`config.mk`:
```
export PLATFORM = sky130hd
export DESIGN_NAME = pipe_stage_reg
export DESIGN_NICKNAME = d
export VERILOG_FILES = /design/src/rtl/pipe_pkg.sv /design/src/rtl/pipe_skid_entry.sv /design/src/rtl/pipe_stage_reg.sv
export SDC_FILE = /design/constraint.sdc
export NUM_CORES = 1
export LEC_CHECK = 0
export BUFFER_PORTS_ARGS = -buffer_cell sky130_fd_sc_hd__buf_2
export CAP_MARGIN = 20
export CORE_MARGIN = 4
export CORE_UTILIZATION = 45
export CTS_BUF_LIST = sky130_fd_sc_hd__clkbuf_8
export CTS_CLUSTER_SIZE = 30
export DETAILED_ROUTE_END_ITERATION = 10
export GPL_TIMING_DRIVEN = 0
export PLACE_DENSITY = 0.83
export SLEW_MARGIN = 20
export SYNTH_ARGS = -nofsm -noshare
export SYNTH_HDL_FRONTEND = slang
export SYNTH_SLANG_ARGS = --single-unit
```
`constraint.sdc`:
```
create_clock -name clk -period 2.5 [get_ports clk]
set_input_delay 0.375 -clock clk [delete_from_list [all_inputs] [get_ports clk]]
set_output_delay 0.375 -clock clk [all_outputs]
set_load 0.05 [all_outputs]
```
`src/rtl/pipe_pkg.sv`:
```
// Shared definitions for the inter-stage pipeline registers: control bundle
// layout and helpers used by every stage boundary.
package pipe_pkg;

  localparam int unsigned CTRL_W_DEFAULT = 8;
  localparam int unsigned DATA_W_DEFAULT = 32;

  // Bit positions of the existing control bundle (LSB first).
  localparam int unsigned WE_RF    = 0;
  localparam int unsigned WE_MEM   = 1;
  localparam int unsigned RE_MEM   = 2;
  localparam int unsigned WB_SEL   = 3;
  localparam int unsigned WB_SEL_W = 2;
  localparam int unsigned B_CTRL   = 5;
  localparam int unsigned B_CTRL_W = 2;
  localparam int unsigned HLT      = 7;

  typedef struct packed {
    logic                hlt;
    logic [B_CTRL_W-1:0] b_ctrl;
    logic [WB_SEL_W-1:0] wb_sel;
    logic                re_mem;
    logic                we_mem;
    logic                we_rf;
  } ctrl_t;

  // Control bundle of a bubble: no write enables, no halt.
  function automatic logic [CTRL_W_DEFAULT-1:0] ctrl_zero();
    return '0;
  endfunction

endpackage

```
`src/rtl/pipe_skid_entry.sv`:
```
// One valid+ctrl+data holding register. Clear wins over load; clear zeroes
// valid and ctrl but keeps data so a bubble costs no data toggles.
module pipe_skid_entry
  import pipe_pkg::*;
#(
  parameter int unsigned CTRL_W = CTRL_W_DEFAULT,
  parameter int unsigned DATA_W = DATA_W_DEFAULT
) (
  input  logic              clk,
  input  logic              rst_n,
  input  logic              load_i,
  input  logic              clear_i,
  input  logic [CTRL_W-1:0] ctrl_i,
  input  logic [DATA_W-1:0] data_i,
  output logic              valid_o,
  output logic [CTRL_W-1:0] ctrl_o,
  output logic [DATA_W-1:0] data_o
);

  logic              valid_q, valid_d;
  logic [CTRL_W-1:0] ctrl_q, ctrl_d;
  logic [DATA_W-1:0] data_q, data_d;

  always_comb begin
    valid_d = valid_q;
    ctrl_d  = ctrl_q;
    data_d  = data_q;
    if (clear_i) begin
      valid_d = 1'b0;
      ctrl_d  = CTRL_W'(ctrl_zero());
    end else if (load_i) begin
      valid_d = 1'b1;
      ctrl_d  = ctrl_i;
      data_d  = data_i;
    end
  end

  always_ff @(posedge clk or negedge rst_n) begin
    if (!rst_n) begin
      valid_q <= 1'b0;
      ctrl_q  <= '0;
      data_q  <= '0;
    end else begin
      valid_q <= valid_d;
      ctrl_q  <= ctrl_d;
      data_q  <= data_d;
    end
  end

  assign valid_o = valid_q;
  assign ctrl_o  = ctrl_q;
  assign data_o  = data_q;

endmodule

```
`src/rtl/pipe_stage_reg.sv`:
```
// Inter-stage pipeline register with valid/ready handshake, flush, optional
// one-entry skid buffer and a saturating backpressure counter.
module pipe_stage_reg
  import pipe_pkg::*;
#(
  parameter int unsigned DATA_W = DATA_W_DEFAULT,
  parameter int unsigned CTRL_W = CTRL_W_DEFAULT,
  parameter int unsigned SKID   = 0,
  parameter int unsigned CNT_W  = 16
) (
  input  logic              clk,
  input  logic              rst_n,
  input  logic              in_valid,
  output logic              in_ready,
  input  logic [CTRL_W-1:0] in_ctrl,
  input  logic [DATA_W-1:0] in_data,
  output logic              out_valid,
  input  logic              out_ready,
  output logic [CTRL_W-1:0] out_ctrl,
  output logic [DATA_W-1:0] out_data,
  input  logic              flush,
  input  logic              cnt_clr,
  output logic [CNT_W-1:0]  stall_cnt
);

  localparam logic [CNT_W-1:0] CNT_MAX = '1;

  logic              main_valid;
  logic [CTRL_W-1:0] main_ctrl;
  logic [DATA_W-1:0] main_data;
  logic              main_load;
  logic              main_clr;
  logic [CTRL_W-1:0] main_ctrl_src;
  logic [DATA_W-1:0] main_data_src;
  logic              up_xfer;
  logic              dn_xfer;

  assign dn_xfer = main_valid & out_ready;

  pipe_skid_entry #(
    .CTRL_W (CTRL_W),
    .DATA_W (DATA_W)
  ) u_main (
    .clk     (clk),
    .rst_n   (rst_n),
    .load_i  (main_load),
    .clear_i (main_clr),
    .ctrl_i  (main_ctrl_src),
    .data_i  (main_data_src),
    .valid_o (main_valid),
    .ctrl_o  (main_ctrl),
    .data_o  (main_data)
  );

  generate
    if (SKID == 0) begin : g_noskid
      // Single register: ready whenever the held entry leaves this cycle.
      assign in_ready      = ~main_valid | out_ready;
      assign up_xfer       = in_valid & in_ready & ~flush;
      assign main_load     = up_xfer;
      assign main_clr      = flush | (dn_xfer & ~up_xfer);
      assign main_ctrl_src = in_ctrl;
      assign main_data_src = in_data;
    end else begin : g_skid
      logic              skid_valid;
      logic [CTRL_W-1:0] skid_ctrl;
      logic [DATA_W-1:0] skid_data;
      logic              skid_load;
      logic              skid_clr;
      logic              main_free;

      // Ready is a flop output: only the skid occupancy gates it.
      assign in_ready  = ~skid_valid;
      assign up_xfer   = in_valid & in_ready & ~flush;
      assign main_free = ~main_valid | out_ready;

      // Skid content is older than any new input, so it refills main first.
      assign main_load     = main_free & (skid_valid | up_xfer);
      assign main_clr      = flush | (dn_xfer & ~main_load);
      assign main_ctrl_src = skid_valid ? skid_ctrl : in_ctrl;
      assign main_data_src = skid_valid ? skid_data : in_data;

      assign skid_load = up_xfer & ~main_free;
      assign skid_clr  = flush | (skid_valid & main_free);

      pipe_skid_entry #(
        .CTRL_W (CTRL_W),
        .DATA_W (DATA_W)
      ) u_skid (
        .clk     (clk),
        .rst_n   (rst_n),
        .load_i  (skid_load),
        .clear_i (skid_clr),
        .ctrl_i  (in_ctrl),
        .data_i  (in_data),
        .valid_o (skid_valid),
        .ctrl_o  (skid_ctrl),
        .data_o  (skid_data)
      );
    end
  endgenerate

  assign out_valid = main_valid;
  assign out_ctrl  = main_ctrl;
  assign out_data  = main_data;

  // Stall-cycle counter: clear beats increment, saturates, ignores flush.
  logic [CNT_W-1:0] cnt_q, cnt_d;

  always_comb begin
    cnt_d = cnt_q;
    if (cnt_clr) begin
      cnt_d = '0;
    end else if (main_valid && !out_ready && (cnt_q != CNT_MAX)) begin
      cnt_d = cnt_q + CNT_W'(1);
    end
  end

  always_ff @(posedge clk or negedge rst_n) begin
    if (!rst_n) begin
      cnt_q <= '0;
    end else begin
      cnt_q <= cnt_d;
    end
  end

  assign stall_cnt = cnt_q;

endmodule

```
# Word level (Yosys, flattened, before mapping)
# Index checks and enable logic that the tools add are counted.
[classes]
bitwise = 10
n_mux = 6
n_reduce_logical = 6
eq_ne = 1
addsub = 1
[ops]
columns = ["op", "n"]
rows = [
  ["$mux 16", 2],
  ["$add 16x1->16 const B", 1],
  ["$mux 8", 2],
  ["$ne 16x16->1 const B", 1],
  ["$and 1x1->1", 4],
  ["$not 1->1", 4],
  ["$reduce_bool 2->1", 2],
  ["$logic_and 1x1->1", 2],
  ["$mux 1", 2],
  ["$or 1x1->1", 2],
  ["$reduce_and 2->1", 1],
  ["$logic_not 1->1", 1],
]
[word_totals]
ff_bits = 57
word_cells = 28
out_inout_bits = 58

# Depth between registers and ports, before layout
[logic_depth]
depth_word = 9
mapped_depth = 7

# By module
# A second synthesis with hierarchy kept.
[unflattened]
cells_unflattened = 207
area_unflattened_um2 = 2712.6
[modules_own_cells]
columns = ["mod", "instances", "area_each_um2", "seq_area_each_um2", "cells_per_inst"]
rows = [
  ["pipe_skid_entry", 1, 1724.2, 1026.0, 98],
  ["pipe_stage_reg", 1, 988.4, 400.4, 109],
]

# Worst setup path before layout
# Ideal clock, no wire load.
[synth_timing]
path_type = "register to register"
startpoint = "reg cnt_q[0] (netlist: stall_cnt[0])"
endpoint = "reg cnt_q[4] (netlist: stall_cnt[4])"
arrival_ns = 2.081
path_stages_with_launch = 7
setup_slack_ns = 0.294
t_required_ns = 2.375
path_buffers = 0
cell_sequence = "dfrtp_1 ha_1 nand3_1 nor4_4 a31oi_2 and3_1 mux2_4"
[synth_between]
elab_chain_len = 3
word_cells_on_any_way = 6
classes_between = "add/sub: 1; eq/ne: 1; mux: 2; reduce/logical: 2"
[synth_lines]
columns = ["item", "line", "source"]
rows = [
  ["start: declaration", "pipe_stage_reg.sv:108", "logic [CNT_W-1:0] cnt_q, cnt_d;"],
  ["start signal: assignment", "pipe_stage_reg.sv:123", "cnt_q <= cnt_d;"],
  ["$add 16x1->16 or $ne 16x16->1 (tied branches)", "pipe_stage_reg.sv:115, pipe_stage_reg.sv:114", ""],
  ["$mux 16 or $logic_and 1x1->1 (tied branches)", "pipe_stage_reg.sv:114", "end else if (main_valid && !out_ready && (cnt_q != CNT_MAX)) begin"],
  ["$mux 16 or $reduce_bool 2->1 (tied branches)", "n/a", ""],
]
# Parallel ways exist; a longest one is shown, timed or not. The select of a mux whose other input is x is not followed.
# A chain may end at the register's enable or synchronous reset.

# Worst setup path after layout
[layout_timing]
startpoint = "reg u_main.valid_q (netlist: u_main.valid_o)"
endpoint = "reg u_main.data_q[19] (netlist: u_main.data_o[19])"
[layout_between]
elab_chain_len = 9
word_cells_on_any_way = 10
classes_between = "bitwise: 9; reduce/logical: 1"
[layout_lines]
columns = ["item", "line", "source"]
rows = [
  ["start: declaration", "pipe_skid_entry.sv:20", "logic valid_q, valid_d;"],
  ["start signal: assignment", "pipe_skid_entry.sv:44", "valid_q <= valid_d;"],
  ["$not 1->1", "pipe_stage_reg.sv:58", "assign in_ready = ~main_valid | out_ready;"],
  ["$or 1x1->1", "pipe_stage_reg.sv:58", ""],
  ["$and 1x1->1 (2 in series)", "pipe_stage_reg.sv:59", "assign up_xfer = in_valid & in_ready & ~flush;"],
  ["$not 1->1", "pipe_stage_reg.sv:61", "assign main_clr = flush | (dn_xfer & ~up_xfer);"],
  ["$and 1x1->1", "pipe_stage_reg.sv:61", ""],
  ["$or 1x1->1", "pipe_stage_reg.sv:61", ""],
  ["$not 1->1 (no line)", "n/a", ""],
  ["$reduce_and 2->1 (no line) (*)", "n/a", ""],
  ["end signal: assignment", "pipe_skid_entry.sv:46", "data_q <= data_d;"],
  ["end: declaration", "pipe_skid_entry.sv:22", "logic [DATA_W-1:0] data_q, data_d;"],
]
# Mark *: on every way between the ends. The rest lies on a longest branch, timed or not.

==> run_results.csv <==
group,metric,value,unit
die,start_util,47.2,%
final_layout,nFillCells,494,
sta,period_share,81.1,%
setup_path,cp-end-kind,"flip-flop",
final_layout,final_layout_size_suffix_gt1_share,52.1,%
sta,worst_slew_pin_slew,0.705,ns
grt,grt_overflow_total,0,
setup_path,cp.required,2.70,ns
power_and_ir_drop,powerDensity,804,nW/um2
grt,met1_usage,22.2,%
setup_path,r2r_end,"u_main.data_o[19]",
logic_synthesis,synth.distinct_cells,38,
final_layout,syn_to_final_growth,31.0,%
place,portBuffers,99,
worst_hold_path,min_path_type,"input pin to async pin",
grt,grt_pass1_vias,2258,
cts,postCtsResizedCells,0,
logic_synthesis,synth_warnings,0,
grt,top_usage_layer,"met2",
grt,antenna_found_initial,0,
logic_synthesis,syn-instance-count,218,
setup_path,reg2reg_slack,0.47,ns
run_status,status,"finished, final reports clean",
logic_synthesis,syn-num-nets,265,
detailed_routing,vias_per_cell,5.34,
job,max-cap-violations,0,
logic_synthesis,ys_ff_latch,57,
sta,finalSetupTns,0,ns
cts,cts_buffer_depth,2,
grt,grt.total_usage,18.0,%
setup_path,r2r_cells,5,
final_layout,instances_no_fill,404,
logic_synthesis,synth.yosys.seq_area_share,53.9,%
sta,setup_violations,0,
grt,use_met2,29.2,%
sta,relSlewSlack,53.0,%
cts,cts_max_level,3,
grt,grtUsageMet3,5.30,%
setup_path,crit_type,"flip-flop to flip-flop",
sta,hold_viol,0,
setup_path,cp.arrival,2.23,ns
cts,postCtsSetupBuffers,0,
detailed_routing,vias,2158,
setup_path,critical_path.max_fanout,10,
cts,root_buffer,"clkbuf_8",
final_layout,antenna_cells,0,
final_layout,nets,375,
cts,clkSinkCount,57,
die,core,5610,um2
detailed_routing,drt_iter0_drc,66,
cts,hold_buffers,0,
die,dieArea,7170,um2
detailed_routing,drt-wirelength-per-cell,15.6,um
setup_path,r2r-start,"u_main.valid_o",
final_layout,utilization,61.8,%
detailed_routing,drc,0,
die,die_w,84.7,um
grt,grt_pass1_wl,10.5,mm
logic_synthesis,synth.avg_cell_area,12.1,um2
place,hpwl,4.57,mm
cts,path_clk_slew,0.07,ns
place,dp_slack,0.443,ns
sta,setup_ws,0.474,ns
final_layout,final_cell_mix,"107 x buf_2, 57 x dfrtp_1, 33 x mux2_2",
cts,numCtsBuffers,9,
cts,cts_tree,"yes",
cts,insertion_delay,0.32,ns
die,rows,27,
setup_path,worst_setup_path_start_kind,"flip-flop",
sta,fmax,493,MHz
detailed_routing,dr.pass1.iters,4,
power_and_ir_drop,power.leakage,0.00167,uW
sta,finalCriticalPeriod,2.03,ns
grt,grt_max_degree,58,
sta,clock_skew,0.0110,ns
power_and_ir_drop,ir_drop,0.000405,V
detailed_routing,routed_wl,6.32,mm
place,dp_cells,389,
die,die_h,84.7,um
logic_synthesis,synthArstFlopShare,100,%
logic_synthesis,syn_area,2650,um2
place,gp_congestion,0.851,
logic_synthesis,synth_flop_cell,"dfrtp_1",
detailed_routing,drtAntennaViolNets,0,
logic_synthesis,synth_edf_count,0,
sta,rsz0062_at_grt,"false",
final_layout,final_common_cell,"buf_2",
sta,finalMaxSlewViolations,0,
die,boundaryPins,104,
cell usage after synthesis, types with 2 or more instances:
master	number	share of area, %
dfrtp_1	57	54
mux2_2	33	14
nor2_1	17	2.4
a21oi_1	13	2.5
buf_2	9	1.7
mux2i_1	9	3.4
a32oi_1	8	2.6
nand2_1	8	1.1
or2_2	8	1.9
xnor2_1	7	2.3
a211oi_1	4	1.1
and3_1	4	0.95
nor2b_1	4	0.95
a31oi_1	3	0.71
clkbuf_1	3	0.43
inv_1	3	0.43
nand3_1	3	0.57
nor3_1	3	0.57
buf_1	2	0.28
nand4_1	2	0.47
cells by family (layout without fill, tap and decap cells):
family	Yosys count	count (layout)	synth area share [%]
muxes	43	43	18.0
DFF	57	57	53.9
AOI/OAI and AO/OA	34	34	9.18
adders and majority gates	1	1	0.473
xor gates and xnor gates	7	7	2.32
and+or+nand+nor	59	59	13.2
buffers and inverters	17	131	2.84
critical path: stages, from the launching register on:
cell,delay (ns)
dfrtp_1,0.47
nor2b_1,0.17
buf_2,0.18
nor3b_2,0.39
buf_2,0.33
mux2_2,0.38
routing by layer:
| layer | wire [um] | part of all wire [%] |
|---|---|---|
| met1 | 2550 | 40 |
| met3 | 498 | 7.9 |
| met5 | 0 | 0 |
| met2 | 3170 | 50 |
| met4 | 97 | 1.5 |
metrics by stage:
| step | total power [uW] | instance area [um2] | hold WS, ns |
|---|---|---|---|
| 6_report | 2790 | 3460 | 0.0896 |
| 5_1_grt | 2900 | 3460 | 0.153 |
| 3_5_place_dp | 1800 | 3230 | 0.479 |
| 2_1_floorplan | 1600 | 2650 | 0.0794 |
| 3_3_place_gp | 1780 | 3230 | 0.485 |
| 4_1_cts | 2820 | 3460 | 0.125 |
power breakdown:
group	switching (uW)	total, uW	internal, uW	leakage [uW]
clock network	358	1010	653	0.000115
registers	53.7	1080	1020	0.000718
logic	506	699	193	0.000838
total	917	2790	1870	0.00167
flip-flops by register name, summed over array words and instances (netlist names):
register and cells:
stall_cnt 16, u_main.ctrl_o 8, u_main.data_o 32, u_main.valid_o 1
area by class of cell:
class,instances,area (um2),share of cell area [%]
clock buffers,9,124,3.58
flip-flops and latches,57,1430,41.2
repair buffers,99,498,14.4
clock inverters,6,108,3.11
inverters,3,11.3,0.325
multi-input cells,144,1140,33.0
well taps,72,90.1,2.60
plain buffers,14,63.8,1.84
how the worst max path moves through the flow:
| stage | from | to | slack [ns] | cells past startpoint |
|---|---|---|---|---|
| after CTS | u_main.valid_o | u_main.data_o[19] | 0.44 | 5 |
| after floorplan | stall_cnt[0] | stall_cnt[4] | 0.29 | 6 |
| after global placement | out_ready | u_main.data_o[5] | 0.48 | 6 |
| after detailed placement | out_ready | u_main.data_o[19] | 0.44 | 6 |
| final | u_main.valid_o | u_main.data_o[19] | 0.47 | 5 |
| after global routing | u_main.valid_o | u_main.data_o[19] | 0.31 | 5 |
(Power assumes the default switching activity.)
